**config.mk**
```make
export PLATFORM = sky130hd
export DESIGN_NAME = mips_hazard_ctrl
export DESIGN_NICKNAME = d
export VERILOG_FILES = /design/src/rtl/mips_hazard_ctrl.sv
export SDC_FILE = /design/constraint.sdc
export NUM_CORES = 1
export LEC_CHECK = 0
export ABC_AREA = 1
export ABC_CLOCK_PERIOD_IN_PS = 6900
export CAP_MARGIN = 20
export CORE_AREA = 2 2 66 68
export CTS_BUF_LIST = sky130_fd_sc_hd__clkbuf_2 sky130_fd_sc_hd__clkbuf_4 sky130_fd_sc_hd__clkbuf_8
export DETAILED_ROUTE_END_ITERATION = 16
export DIE_AREA = 0 0 68 70
export PLACE_DENSITY = 0.87
export SLEW_MARGIN = 20
export SYNTH_ARGS = -nofsm -noshare
export SYNTH_HDL_FRONTEND = slang
export SYNTH_SLANG_ARGS = --single-unit
```
**constraint.sdc**
```tcl
create_clock -name clk1 -period 6.9 [get_ports clk1]
set_clock_uncertainty 0.15 [all_clocks]
set_input_delay 2.07 -clock clk1 [delete_from_list [all_inputs] [get_ports clk1]]
set_output_delay 2.07 -clock clk1 [all_outputs]
set_load 0.01 [all_outputs]
```
**src/rtl/mips_hazard_ctrl.sv**
```systemverilog
// Hazard and pipeline-control unit for a 5-stage MIPS pipeline.
// Detects RAW hazards in ID, sequences taken-branch flushes, drains the
// pipe on HALT and counts data-hazard stall cycles.
module mips_hazard_ctrl #(
    parameter int FWD_EN     = 0,
    parameter int BR_PENALTY = 2,
    parameter int DRAIN_CYC  = 3
) (
    input  logic        clk1,
    input  logic        rst,
    input  logic        id_valid,
    input  logic        id_uses_rs,
    input  logic        id_uses_rt,
    input  logic [4:0]  id_rs,
    input  logic [4:0]  id_rt,
    input  logic        ex_wr_en,
    input  logic        ex_is_load,
    input  logic [4:0]  ex_rd,
    input  logic        mem_wr_en,
    input  logic [4:0]  mem_rd,
    input  logic        wb_wr_en,
    input  logic [4:0]  wb_rd,
    input  logic        branch_taken,
    input  logic        halt_dec,
    output logic        pc_hold,
    output logic        ifid_hold,
    output logic        ifid_flush,
    output logic        idex_bubble,
    output logic        halted,
    output logic        stall_active,
    output logic [15:0] stall_cnt,
    output logic [1:0]  ctrl_state
);

    typedef enum logic [1:0] {
        ST_RUN   = 2'd0,
        ST_FLUSH = 2'd1,
        ST_DRAIN = 2'd2,
        ST_HALT  = 2'd3
    } state_t;

    localparam int              DW         = (DRAIN_CYC < 2) ? 1 : $clog2(DRAIN_CYC + 1);
    localparam logic [2:0]      FLUSH_LOAD = 3'(BR_PENALTY - 1);
    localparam logic [DW-1:0]   DRAIN_LOAD = DW'(DRAIN_CYC);
    localparam bit              BR_MULTI   = (BR_PENALTY > 1);

    // A writer matches a source only when enabled and not targeting R0.
    function automatic logic reg_match(input logic [4:0] r, input logic en, input logic [4:0] rd);
        return en & (rd == r) & (r != 5'd0);
    endfunction

    state_t          state_q, state_d;
    logic [2:0]      flush_cnt_q, flush_cnt_d;
    logic [DW-1:0]   drain_cnt_q, drain_cnt_d;
    logic [15:0]     stall_cnt_q, stall_cnt_d;
    logic            haz_s;
    logic            pc_hold_s, ifid_hold_s, ifid_flush_s, idex_bubble_s;
    logic            halted_s, stall_active_s;

    // Hazard detection: full RAW check without forwarding, load-use only with it.
    always_comb begin
        haz_s = 1'b0;
        if (FWD_EN != 0) begin
            haz_s = id_valid &
                    ((id_uses_rs & reg_match(id_rs, ex_wr_en & ex_is_load, ex_rd)) |
                     (id_uses_rt & reg_match(id_rt, ex_wr_en & ex_is_load, ex_rd)));
        end else begin
            haz_s = id_valid &
                    ((id_uses_rs & (reg_match(id_rs, ex_wr_en, ex_rd) |
                                    reg_match(id_rs, mem_wr_en, mem_rd) |
                                    reg_match(id_rs, wb_wr_en, wb_rd))) |
                     (id_uses_rt & (reg_match(id_rt, ex_wr_en, ex_rd) |
                                    reg_match(id_rt, mem_wr_en, mem_rd) |
                                    reg_match(id_rt, wb_wr_en, wb_rd))));
        end
    end

    // Control FSM next-state and raw pipeline controls (branch > hazard > halt).
    always_comb begin
        state_d        = state_q;
        flush_cnt_d    = flush_cnt_q;
        drain_cnt_d    = drain_cnt_q;
        pc_hold_s      = 1'b0;
        ifid_hold_s    = 1'b0;
        ifid_flush_s   = 1'b0;
        idex_bubble_s  = 1'b0;
        halted_s       = 1'b0;
        stall_active_s = 1'b0;
        case (state_q)
            ST_RUN, ST_FLUSH, ST_DRAIN: begin
                if (branch_taken) begin
                    // Taken branch (also cancels a wrong-path drain).
                    ifid_flush_s  = 1'b1;
                    idex_bubble_s = 1'b1;
                    drain_cnt_d   = '0;
                    if (BR_MULTI) begin
                        state_d     = ST_FLUSH;
                        flush_cnt_d = FLUSH_LOAD;
                    end else begin
                        state_d     = ST_RUN;
                        flush_cnt_d = 3'd0;
                    end
                end else if (state_q == ST_FLUSH) begin
                    ifid_flush_s = 1'b1;
                    if (flush_cnt_q <= 3'd1) begin
                        state_d     = ST_RUN;
                        flush_cnt_d = 3'd0;
                    end else begin
                        flush_cnt_d = flush_cnt_q - 3'd1;
                    end
                end else if (state_q == ST_DRAIN) begin
                    pc_hold_s     = 1'b1;
                    ifid_hold_s   = 1'b1;
                    idex_bubble_s = 1'b1;
                    if (drain_cnt_q <= DW'(1)) begin
                        state_d     = ST_HALT;
                        drain_cnt_d = '0;
                    end else begin
                        drain_cnt_d = drain_cnt_q - DW'(1);
                    end
                end else if (haz_s) begin
                    pc_hold_s      = 1'b1;
                    ifid_hold_s    = 1'b1;
                    idex_bubble_s  = 1'b1;
                    stall_active_s = 1'b1;
                end else if (id_valid & halt_dec) begin
                    state_d     = ST_DRAIN;
                    drain_cnt_d = DRAIN_LOAD;
                end else begin
                    state_d = ST_RUN;
                end
            end
            ST_HALT: begin
                halted_s      = 1'b1;
                pc_hold_s     = 1'b1;
                ifid_hold_s   = 1'b1;
                idex_bubble_s = 1'b1;
            end
            default: begin
                state_d     = ST_RUN;
                flush_cnt_d = 3'd0;
                drain_cnt_d = '0;
            end
        endcase
    end

    // Stall counter: counts only data-hazard stall cycles, saturating.
    always_comb begin
        stall_cnt_d = stall_cnt_q;
        if (stall_active_s && (stall_cnt_q != 16'hFFFF)) begin
            stall_cnt_d = stall_cnt_q + 16'd1;
        end else begin
            stall_cnt_d = stall_cnt_q;
        end
    end

    // State and counter registers with asynchronous reset.
    always_ff @(posedge clk1 or posedge rst) begin
        if (rst) begin
            state_q     <= ST_RUN;
            flush_cnt_q <= 3'd0;
            drain_cnt_q <= '0;
            stall_cnt_q <= 16'd0;
        end else begin
            state_q     <= state_d;
            flush_cnt_q <= flush_cnt_d;
            drain_cnt_q <= drain_cnt_d;
            stall_cnt_q <= stall_cnt_d;
        end
    end

    // Controls must react in the same cycle, and reset must force them low
    // even while hazard inputs are active.
    assign pc_hold      = pc_hold_s      & ~rst;
    assign ifid_hold    = ifid_hold_s    & ~rst;
    assign ifid_flush   = ifid_flush_s   & ~rst;
    assign idex_bubble  = idex_bubble_s  & ~rst;
    assign halted       = halted_s       & ~rst;
    assign stall_active = stall_active_s & ~rst;
    assign stall_cnt    = stall_cnt_q;
    assign ctrl_state   = rst ? 2'd0 : state_q;

endmodule

```
==> results.py, run 1 <==
metrics = {
    "critical_path": {
        "worst-r2r-setup-slack_ns": 4.42,
        "cp_max_fo": 4,
        "crit_end": "ifid_hold",
        "worstPathRequired_ns": 4.68,
        "cpMaxStageDelayCell": "clkdlybuf4s50_1",
        "worst-setup-path-type": "in -> out",
        "r2r-end": "stall_cnt[3]",
        "critPathArrivalTime_ns": 4.19,
        "r2r_start": "state_q[0]",
        "reg2reg_depth": 9,
        "cp_cell_sequence": "clkdlybuf4s50_1 > inv_2 > nand2_1 > nand2_1 > nor2_2 > nand3_1 > nand3_1 > nand2_1 > nand2_2 > nand2_2 > nand2_1 > nand3_1 > o21ai_0 > clkdlybuf4s50_1",
        "setup.worst_path.end_class": "output port",
        "cpPeakStageDelay_ns": 0.57,
        "start_kind": "input port",
        "critical_path.startpoint": "id_rs[1]",
        "crit_path_frequent_cell": "nand2_1",
    },
    "power": {
        "vdd_ir_drop_max_mv": 0.0767,
        "cellPowerDensity_mw_per_mm2": 162,
        "power.leakage_uw": 0.00139,
    },
    "global_route": {
        "grt_max_degree": 24,
        "grt-busiest-layer": "met2",
        "grtUsageMet2": 0.397,
        "overflow": 0,
        "gr-usage-met1": 0.311,
        "grt_pass1_wl_um": 9130,
        "grt_pass1_vias": 2216,
        "grt.total_usage": 0.241,
        "antenna_found_initial": 0,
        "grt_util_met3": 0.0306,
    },
    "synth": {
        "synth_cell_types": 28,
        "synth-seq-cells": 23,
        "yosysWarningCount": 0,
        "syn_avg_cell_area_sq_um": 6.05,
        "syn_nets": 396,
        "netlist_area_sq_mm": 0.00214,
        "yosysSeqAreaShare": 0.269,
        "synth_cells": 353,
    },
    "timing": {
        "max_clock_freq_ghz": 0.156,
        "tns_ns": 0,
        "rsz0062_at_grt": "no",
        "drv_slew": 0,
        "period_share": 0.928,
        "hold_viol": 0,
        "slew_headroom": 0.616,
        "tightest_slew_ns": 0.570,
        "timing.final.ws_setup_ns": 0.495,
        "finalCriticalPeriod_ns": 6.41,
        "setup_viol": 0,
    },
    "detailed_routing": {
        "wl_per_cell_um": 11.3,
        "drt_pass1_iterations": 4,
        "routed_via_density": 5.09,
        "antenna_left": 0,
        "drc": 0,
        "vias": 2352,
        "drtIter0Drc": 125,
        "wl_um": 5230,
    },
    "floorplan": {
        "coreArea_sq_mm": 0.00414,
        "dieArea_sq_mm": 0.00476,
        "die_y_um": 70,
        "pin_count": 60,
        "row_count": 24,
        "dieWidth_um": 68,
        "start_util": 0.516,
    },
    "layout": {
        "drive_gt1_frac": 0.0780,
        "fillers": 397,
        "diodes": 0,
        "syn2layout_area_growth_pct": 30.2,
        "final_cell_mix": "nand2_1, clkdlybuf4s50_1, nor2_1",
        "final_common_cell": "nand2_1",
        "nets": 454,
    },
    "clocking": {
        "clk_latency_ns": 0.27,
        "cts.sinks": 23,
        "ctsRootBufferMaster": "clkbuf_8",
        "cts_buffers": 3,
        "cts_setup_buffers": 0,
        "clock_path_buffers": 2,
        "cts_resized": 0,
        "path_clk_slew_ns": 0.09,
        "cts_hold_buf": 0,
        "cts_max_level": 1,
        "cts_tree": "built",
    },
    "placed_design": {
        "hpwlAfterDp_um": 4280,
        "place_congestion": 0.901,
        "post-place-ws_ns": 0.476,
        "numPortBuffers": 58,
    },
    "worst_hold_path": {
        "min_path_type": "reg -> reg",
    },
    "outcome": {
        "status": "finished, final reports clean",
    },
    "run": {
        "drv_cap": 0,
    },
}
[layer usage]
metal | up-vias | part of all wire
met3 | 10 | 0.054
li1 | 1205 | -
met5 | - | 0
met1 | 1051 | 0.44
met2 | 86 | 0.49
met4 | 0 | 0.017
[kinds of logic (layout without fill, tap and decap cells)]
logic type	Yosys count	count (layout)	synth area share
AOI/OAI and AO/OA	22	22	0.0556
xor gates and xnor gates	14	14	0.0574
adders and majority gates	7	7	0.0410
buffers and inverters	55	112	0.112
DFF	23	23	0.269
and+or+nand+nor	232	232	0.465
[state kept, by name, indices dropped and copies added (netlist names)]
name         flops
state_q          2
flush_cnt_q      3
drain_cnt_q      2
stall_cnt       16
[layout make-up]
class                      count  area, sq um  area share
timing repair buffer          59          588       0.211
clock inverter                 1         5.00     0.00180
sequential                    23          576       0.207
tap                           52         65.1      0.0234
multi-input combinational    275         1320       0.475
inverter                      49          185      0.0665
clock buffer                   3         41.3      0.0148
[worst min-delay path by stage]
stage                        start  cells after the start              to  slack, ns
floorplan           flush_cnt_q[1]                      2  flush_cnt_q[1]       0.30
global placement    flush_cnt_q[1]                      2  flush_cnt_q[1]       0.31
detailed placement  flush_cnt_q[1]                      2  flush_cnt_q[1]       0.33
CTS                 flush_cnt_q[1]                      2  flush_cnt_q[1]       0.35
global route        flush_cnt_q[1]                      2  flush_cnt_q[1]       0.38
finish              flush_cnt_q[1]                      2  flush_cnt_q[1]       0.35
[cell usage after synthesis (all sizes together)]
library cell | instances | area [sq um]
nor4 | 3 | 25.0
o21ai | 13 | 65.1
nor2 | 43 | 166
ha | 7 | 87.6
xor2 | 3 | 26.3
nor3b | 1 | 7.51
dfrtp | 23 | 576
clkbuf | 2 | 7.51
o41ai | 1 | 8.76
o31ai | 1 | 7.51
a21oi | 5 | 25.0
inv | 48 | 180
buf | 4 | 46.3
clkinv | 1 | 5.00
nand2 | 153 | 607
nand4 | 9 | 56.3
xnor2 | 11 | 96.3
nand3 | 19 | 100
a31oi | 2 | 12.5
nor3 | 4 | 31.3
[worst max-delay path, delay by kind of cell]
| kind | cells | cell delay (ns) |
|---|---|---|
| AOI/OAI and AO/OA | 1 | 0.10 |
| and+or+nand+nor | 10 | 0.80 |
| buffers and inverters | 3 | 1.22 |
[report_power, final]
| part | internal (uW) | switching, uW | total (uW) |
|---|---|---|---|
| combinational | 84.7 | 105 | 189 |
| clock | 40.4 | 45.6 | 86.0 |
| sequential | 154 | 22.0 | 176 |
[per-stage QoR]
step           area [sq um]  utilization  hold slack, ns  total power (uW)  cells
2_1_floorplan          2140            -           0.296               296    353
3_3_place_gp           2740        0.660           0.312               360    458
3_5_place_dp           2740        0.660           0.332               367    458
4_1_cts                2780        0.671           0.353               452    462
5_1_grt                2780        0.671           0.382               485    462
6_report               2780        0.671           0.347               451    462
(Power assumes the default switching activity.)
==> inputs of run 2 (changes only) <==
--- a/config.mk
+++ b/config.mk
@@ -6,13 +6,15 @@
 export NUM_CORES = 1
 export LEC_CHECK = 0
 export ABC_AREA = 1
-export ABC_CLOCK_PERIOD_IN_PS = 6900
+export ABC_CLOCK_PERIOD_IN_PS = 7600
 export CAP_MARGIN = 20
-export CORE_AREA = 2 2 66 68
+export CELL_PAD_IN_SITES_DETAIL_PLACEMENT = 1
+export CELL_PAD_IN_SITES_GLOBAL_PLACEMENT = 1
+export CORE_AREA = 2 2 81 83
 export CTS_BUF_LIST = sky130_fd_sc_hd__clkbuf_2 sky130_fd_sc_hd__clkbuf_4 sky130_fd_sc_hd__clkbuf_8
 export DETAILED_ROUTE_END_ITERATION = 16
-export DIE_AREA = 0 0 68 70
-export PLACE_DENSITY = 0.87
+export DIE_AREA = 0 0 83 85
+export PLACE_DENSITY_LB_ADDON = 0.08
 export SLEW_MARGIN = 20
 export SYNTH_ARGS = -nofsm -noshare
 export SYNTH_HDL_FRONTEND = slang
==> constraint.sdc (replaced) <==
create_clock -name clk1 -period 7.6 [get_ports clk1]
set_clock_uncertainty 0.15 [all_clocks]
set_input_delay 2.28 -clock clk1 [delete_from_list [all_inputs] [get_ports clk1]]
set_output_delay 2.28 -clock clk1 [all_outputs]
set_load 0.01 [all_outputs]
==> run 2 against run 1 <==
  * Final cell count up 5.4%
  * Hold slack better by 0.0095 ns
  * Die area up 48%
  * Clock-buffer cell count unchanged
  * Sequential power down 9%
  * Sequential cell count unchanged
  * Sequential share of layout area down 0.23 points
  * Combinational power down 7%
  * Final area up 1.1%
  * Clock power down 6.2%
  * Critical path depth unchanged
  * Largest cell class unchanged
  * Highest routed layer unchanged
==> results.py, run 2 (synthesized netlist as in run 1, its figures left out) <==
metrics = {
    "outcome": {
        "status": "finished, final reports clean",
    },
    "critical_path": {
        "worst-setup-path-type": "in -> out",
        "critPathArrivalTime_ns": 4.43,
        "setup.worst_path.end_class": "output port",
        "crit_path_frequent_cell": "nand2_1",
        "cp_max_fo": 4,
        "start_kind": "input port",
        "cp_cell_sequence": "clkdlybuf4s50_1 > inv_1 > nand2_1 > nand2_1 > nor2_1 > nand3_1 > nand3_1 > nand2_1 > nand2_2 > nand2_2 > nand2_1 > nand3_1 > o21ai_0 > clkdlybuf4s50_1",
        "path_buf_inv": 3,
        "cpMaxStageDelayCell": "clkdlybuf4s50_1",
        "critPathTopFamily": "buffers and inverters",
        "worstPathRequired_ns": 5.17,
        "cpPeakStageDelay_ns": 0.57,
    },
    "placed_design": {
        "place_congestion": 0.888,
        "hpwlAfterDp_um": 5140,
        "numPortBuffers": 58,
    },
    "power": {
        "cellPowerDensity_mw_per_mm2": 148,
        "power.leakage_uw": 0.00139,
        "p_clk_frac": 0.194,
        "p_sw_frac": 0.393,
        "pwr-share-comb": 0.420,
        "power_frac_seq": 0.386,
        "p_sw_uw": 163,
        "finalPower_uw": 416,
        "p_int_uw": 253,
        "vdd_ir_drop_max_mv": 0.0702,
    },
    "layout": {
        "drive_gt1_frac": 0.0780,
        "syn2layout_area_growth_pct": 31.7,
        "fillers": 838,
        "final_common_cell": "nand2_1",
        "register_area_sq_um": 576,
        "final_cell_mix": "nand2_1, clkdlybuf4s50_1, nor2_1",
        "multi_input_area_sq_mm": 0.00132,
        "diodes": 0,
        "largest_register_ffs": 16,
        "nets": 454,
    },
    "timing": {
        "tns_ns": 0,
        "period_share": 0.902,
        "tightest_slew_ns": 0.560,
        "rsz0062_at_grt": "no",
        "drv_slew": 0,
        "max_clock_freq_ghz": 0.146,
        "hold_viol": 0,
        "finalCriticalPeriod_ns": 6.86,
        "slew_headroom": 0.623,
        "setup_viol": 0,
    },
    "floorplan": {
        "row_count": 29,
        "dieArea_sq_mm": 0.00706,
        "start_util": 0.344,
        "coreArea_sq_mm": 0.00620,
        "pin_count": 60,
        "dieWidth_um": 83,
        "die_y_um": 85,
    },
    "detailed_routing": {
        "antenna_left": 0,
        "drt_pass1_iterations": 4,
        "vias": 2318,
        "wl_um": 6200,
        "drc": 0,
        "wl_per_cell_um": 12.7,
        "routed_via_density": 4.76,
        "drtIter0Drc": 70,
    },
    "clocking": {
        "cts_buffers": 3,
        "cts_hold_buf": 0,
        "path_clk_slew_ns": 0.09,
        "clock_path_buffers": 2,
        "cts_max_level": 1,
        "clk_latency_ns": 0.27,
        "cts_resized": 0,
        "cts_setup_buffers": 0,
        "ctsRootBufferMaster": "clkbuf_8",
        "cts_tree": "built",
        "cts.sinks": 23,
    },
    "worst_hold_path": {
        "min_path_type": "reg -> reg",
    },
    "run": {
        "drv_cap": 0,
    },
    "global_route": {
        "grt_pass1_vias": 2350,
        "grt_pass1_wl_um": 10600,
        "antenna_found_initial": 0,
        "grt_max_degree": 24,
        "grt.total_usage": 0.181,
        "overflow": 0,
    },
}
==> run 2: power by group through the flow <==
stage / clock [uW] / combinational (uW) / sequential, uW
6_report: 80.7 / 175 / 161
5_1_grt: 88.8 / 199 / 164
4_1_cts: 84.4 / 178 / 161
3_5_place_dp: 0 / 177 / 163
3_3_place_gp: 0 / 172 / 163
2_1_floorplan: 0 / 109 / 160
==> run 2: cell type report <==
class	count	area share
Inverter	49	0.0658
Clock inverter	1	0.00178
Clock buffer	3	0.0147
Sequential cell	23	0.205
Multi-Input combinational cell	275	0.470
Timing Repair Buffer	59	0.209
Tap cell	77	0.0342
==> run 2: metrics by stage <==
stage	setup WS, ns	hold WS (ns)	utilization	std cells	cell area (sq um)
finish	0.745	0.356	0.454	487	2810
global route	0.547	0.383	0.454	487	2810
CTS	0.719	0.354	0.454	487	2810
detailed placement	0.718	0.332	0.446	483	2770
global placement	0.717	0.313	0.446	483	2770
floorplan	1.69	0.296	-	353	2140
==> run 2: worst paths after layout <==
path                                 from  cells past startpoint              to  slack, ns
setup reg to reg               state_q[0]                      9   stall_cnt[13]       5.01
setup / recovery                 ex_rd[1]                     14         pc_hold       0.74
max in group asynchronous             rst                      3   stall_cnt[13]       4.62
hold / removal             flush_cnt_q[1]                      2  flush_cnt_q[1]       0.36
hold reg to reg            flush_cnt_q[1]                      2  flush_cnt_q[1]       0.36
min in group asynchronous             rst                      3    stall_cnt[6]       2.44
==> run 2: worst register-to-register path, stage by stage, from the launching register on <==
cell and delay [ns]:
dfrtp_1 0.45, inv_1 0.09, ha_1 0.25, inv_1 0.11, nand2_1 0.13, nor3_4 0.19, nand3_2 0.46, inv_1 0.49
nand2_1 0.12, nand2_1 0.09
==> run 2: routing by layer <==
layer / part of all wire / routed length [um] / vias up / GRT usage
met5: 0 / 0 / - / 0
met4: 0.012 / 73 / 0 / 0.0537
met3: 0.023 / 141 / 5 / 0.0146
met2: 0.53 / 3270 / 38 / 0.358
met1: 0.44 / 2720 / 1079 / 0.205
li1: - / - / 1196 / -
